[config.mk]
export PLATFORM = sky130hd
export DESIGN_NAME = issue_scoreboard
export DESIGN_NICKNAME = d
export VERILOG_FILES = /design/src/rtl/issue_scoreboard.sv
export SDC_FILE = /design/constraint.sdc
export NUM_CORES = 1
export LEC_CHECK = 0
export CORE_MARGIN = 3
export CORE_UTILIZATION = 47
export DETAILED_ROUTE_END_ITERATION = 10
export GPL_TIMING_DRIVEN = 0
export PLACE_DENSITY_LB_ADDON = 0.15
export RECOVER_POWER = 100
export SYNTH_ARGS = -nofsm -noshare
export SYNTH_HDL_FRONTEND = slang
export SYNTH_SLANG_ARGS = --single-unit
[constraint.sdc]
create_clock -name clk -period 3.75 [get_ports clk]
set_input_delay 0.5625 -clock clk [delete_from_list [all_inputs] [get_ports clk]]
set_output_delay 0.5625 -clock clk [all_outputs]
set_load 0.05 [all_outputs]
[src/rtl/issue_scoreboard.sv]
// Issue controller: tracks pending register writes in a busy scoreboard,
// stalls decoded instructions on RAW/WAW hazards and bounds the in-flight window.
module issue_scoreboard #(
  parameter int MAX_INFLIGHT = 4,
  parameter int CNT_W        = 16
) (
  input  logic                                  clk,
  input  logic                                  rst,
  input  logic                                  flush,
  input  logic                                  dec_valid,
  output logic                                  dec_ready,
  input  logic [4:0]                            dec_rs1,
  input  logic [4:0]                            dec_rs2,
  input  logic [4:0]                            dec_rd,
  output logic                                  iss_valid,
  input  logic                                  iss_ready,
  input  logic                                  wb_valid,
  input  logic [4:0]                            wb_rd,
  input  logic                                  retire,
  output logic [31:0]                           busy_mask,
  output logic [$clog2(MAX_INFLIGHT+1)-1:0]     inflight,
  output logic                                  stall_raw,
  output logic                                  stall_full,
  output logic [CNT_W-1:0]                      stall_cycles
);

  localparam int IW = $clog2(MAX_INFLIGHT + 1);
  localparam logic [IW-1:0] MAX_CNT = IW'(MAX_INFLIGHT);
  localparam logic [IW-1:0] ONE_CNT = IW'(1);

  logic        wb_clr;
  logic [31:0] clr_vec;
  logic [31:0] set_vec;
  logic [31:0] eff_busy;
  logic [31:0] busy_next;
  logic        hazard;
  logic        full;
  logic        go;
  logic        fire;

  // A writeback landing this cycle releases its register for the hazard check
  // right away, so a dependent instruction can issue in the same cycle.
  always_comb begin
    wb_clr   = wb_valid & (wb_rd != 5'd0);
    clr_vec  = wb_clr ? (32'd1 << wb_rd) : 32'd0;
    eff_busy = busy_mask & ~clr_vec;
    hazard   = dec_valid & (eff_busy[dec_rs1] | eff_busy[dec_rs2] | eff_busy[dec_rd]);
    full     = (inflight == MAX_CNT);
    go       = ~hazard & ~full & ~flush & ~rst;
    iss_valid  = dec_valid & go;
    dec_ready  = iss_ready & go;
    fire       = iss_valid & iss_ready;
    stall_raw  = dec_valid & hazard & ~flush;
    stall_full = dec_valid & full & ~hazard & ~flush;
  end

  // Set from a new issue wins over a same-cycle clear of the same register.
  always_comb begin
    set_vec   = fire ? (32'd1 << dec_rd) : 32'd0;
    busy_next = ((busy_mask & ~clr_vec) | set_vec) & 32'hFFFF_FFFE;
    if (flush) busy_next = 32'd0;
  end

  always_ff @(posedge clk) begin
    if (rst) begin
      busy_mask <= 32'd0;
    end else begin
      busy_mask <= busy_next;
    end
  end

  // A retire only frees a slot on the following cycle; an illegal retire at zero holds.
  always_ff @(posedge clk) begin
    if (rst || flush) begin
      inflight <= '0;
    end else if (fire && !retire) begin
      inflight <= inflight + ONE_CNT;
    end else if (retire && !fire && inflight != '0) begin
      inflight <= inflight - ONE_CNT;
    end
  end

  always_ff @(posedge clk) begin
    if (rst) begin
      stall_cycles <= '0;
    end else if ((stall_raw || stall_full) && stall_cycles != '1) begin
      stall_cycles <= stall_cycles + CNT_W'(1);
    end
  end

  a_no_retire_underflow : assert property (
    @(posedge clk) disable iff (rst)
    !(retire && !fire && inflight == '0)
  );

endmodule

==> reports/results.ini <==
[clock_network]
clkSlewWorstSetupHoldPaths_ps=100
cts_buffers=5
cts-root-buf=clkbuf_8
clock_path_buffers=2
cts_tree=yes
numClockSinks=50
htreeDepth=2
cts_hold_buf=0
clk_latency_ps=310

[placement]
io_buffer_count=75
hpwl_um=9960
placed_cell_area_mm2=0.00464
gp_congestion=0.998

[timing]
tightest_slew_ps=788
worst_clock_skew_ps=12.5
setup_viol=0
slew_viol_final=0
layout_worst_path_cycle_share_pct=99.0
holdWs_ps=518
fmax_mhz=269
hold_viol=0
slew_headroom_pct=47.0
rsz0062_at_grt=no
min_period_ps=3710

[logic_synthesis]
yosys-top-cells-area=dfxtp_1 27%, mux2i_1 6.4%, a21oi_1 3.7%
syn-num-nets=501
synth_common_cells=50 x dfxtp_1, 32 x nor2_1, 28 x a21oi_1
synth_edf_count=0
synth_seq_cells=50
synth_top_area_share_pct=26.6
syn_inst=472
synth_ff_type=dfxtp_1
avgSynthCellArea_um2=7.97
ys_seq_area_share_pct=26.6
yosys_warnings=0
synth_top_area_cell=dfxtp_1
netlist_area_mm2=0.00376
yosysMostFrequentCell=dfxtp_1
ys_types=76
synthArstFlopShare_pct=0

[routing]
drt_iter0_drc=423
via_per_inst=6.46
drc=0
via_count=4340
drtPass1Iterations=5
antenna_left=0
wl_um=13700
wl_per_cell_um=20.3

[layout]
antennaDiodeCount=0
fin_nets=598
stdcell_area_mm2=0.00502
drive_gt1_share_pct=17.9
areaGrowthSynthToFinish_pct=33.4

[floorplan]
die_y_um=95.5
fp.coreArea_mm2=0.00777
rows=32
dieArea_mm2=0.00912
start_util_pct=48.5
ios=82
die_x_um=95.5

[pwr]
total_power_mw=1.13
leakage_nw=1.87
power_density_mw_per_mm2=226
peakVddDrop_mv=0.128

[critical_path]
critical_path_buf_inv_count=3
start_kind=primary input
max_stage_delay_ps=570
crit_slowest_cell=or4b_4
crit_required_ps=4000
arrival_ps=3960
crit_chain=buf_2, or4b_4, o21ai_4, buf_6, o21ai_0, o211ai_1, nand4_1, a211o_4, nor4_4, inv_1, fa_2, or4_4, a21oi_2, or3_1
crit_type=in2reg
endpoint_kind=register
worstPathMaxFanout=4
critPathTopFamily=simple AND/OR/NAND/NOR gates

[hold_path]
hp-class=reg2reg

[grt]
grt_pass1_wl_um=20800
grt_usage_pct=29.2
grt_pass1_vias=3965
overflow=0
antenna_found_initial=0
grt_max_degree=17

[run_status]
outcome=finished clean

[flow_run]
maxCapViolations=0

-- report_power, final --
group	switching [mW]	internal, mW	leakage (nW)
registers	0.00210	0.532	0.403
logic	0.161	0.0918	1.41
clock network	0.195	0.152	0.0514
-- final timing paths --
| path | from | end | slack, ps | cells after the start |
|---|---|---|---|---|
| hold / removal | stall_cycles[1] | stall_cycles[1] | 520 | 2 |
| hold reg to reg | stall_cycles[1] | stall_cycles[1] | 520 | 2 |
| setup reg to reg | busy_mask[2] | inflight[2] | 710 | 12 |
| setup / recovery | wb_rd[2] | inflight[2] | 40 | 14 |
-- layout make-up --
class / instances / area, um^2
Buffer: 35 / 214
Inverter: 11 / 41.3
Timing Repair Buffer: 91 / 840
Multi-Input combinational cell: 375 / 2700
Clock buffer: 6 / 82.6
Fill cell: 698 / 2750
Tap cell: 102 / 128
Clock inverter: 2 / 17.5
Sequential cell: 50 / 1000
-- worst min-delay path, cell delays in order, from the launching register on --
cell and delay, ps:
dfxtp_1 360, nand2_1 70, mux2i_1 60
-- layer usage --
layer | wire (um) | global-route usage, % | share of wire (%) | up-vias
met3 | 1210 | 4.97 | 8.9 | 34
met4 | 485 | 14.0 | 3.6 | 0
met1 | 5660 | 39.1 | 41 | 2050
li1 | - | - | - | 2010
met2 | 6290 | 45.4 | 46 | 246
met5 | 0 | 0 | 0 | -
-- state kept, by name, summed over array words and instances (netlist names) --
signal / count
busy_mask: 31
inflight: 3
stall_cycles: 16
-- cell families after synthesis --
kind of cell | after synthesis | share of synthesized area [%]
fa+ha+maj | 2 | 0.864
other cells | 1 | 0.0996
simple gates | 189 | 30.1
buf+inv | 47 | 5.68
flops | 50 | 26.6
mux | 31 | 8.78
compound gates | 148 | 26.9
xor+xnor | 4 | 0.931
-- metrics by stage --
stage,worst slack [ps],cells,setup TNS (ps),util [%]
3_5_place_dp,-1220,649,-19650,59.8
2_1_floorplan,87.7,472,0,-
6_report,38.7,672,0,64.6
3_3_place_gp,-1240,649,-21490,59.8
4_1_cts,1.46,666,0,63.2
5_1_grt,8.12,672,0,64.6
-- repair_timing --
item | 4_1_cts | 5_1_grt
pin swaps | 19 | 12
buffers inserted | 10 | 7
resized for setup | 72 | 32
setup endpoints to repair | 24 | 7
-- cells in the final DEF (no fill, tap or decap), drive strengths merged, types with 3 or more instances in the layout --
| cell type | count |
|---|---|
| nand2b | 14 |
| mux2 | 6 |
| dfxtp | 50 |
| nor3 | 14 |
| o2111ai | 5 |
| o221ai | 3 |
| nand4b | 3 |
| nor2 | 32 |
| clkbuf | 27 |
| or4 | 5 |
| nand4bb | 3 |
| or3 | 8 |
| o22ai | 19 |
| o211ai | 12 |
| nor4 | 8 |
| and2 | 3 |
| mux2i | 24 |
| nand3b | 3 |
| nor2b | 8 |
| xnor2 | 3 |
| or2 | 4 |
| clkdlybuf4s50 | 14 |
| a31oi | 4 |
| inv | 11 |
| dlygate4sd3 | 50 |
| o21ai | 41 |
| nand2 | 23 |
| o21a | 3 |
| nor3b | 6 |
| nand4 | 17 |
| buf | 39 |
| o31ai | 7 |
| a21oi | 28 |
| and3 | 6 |
| a311oi | 6 |
| nand3 | 23 |
Note: power is estimated with default switching activity, not from simulation.
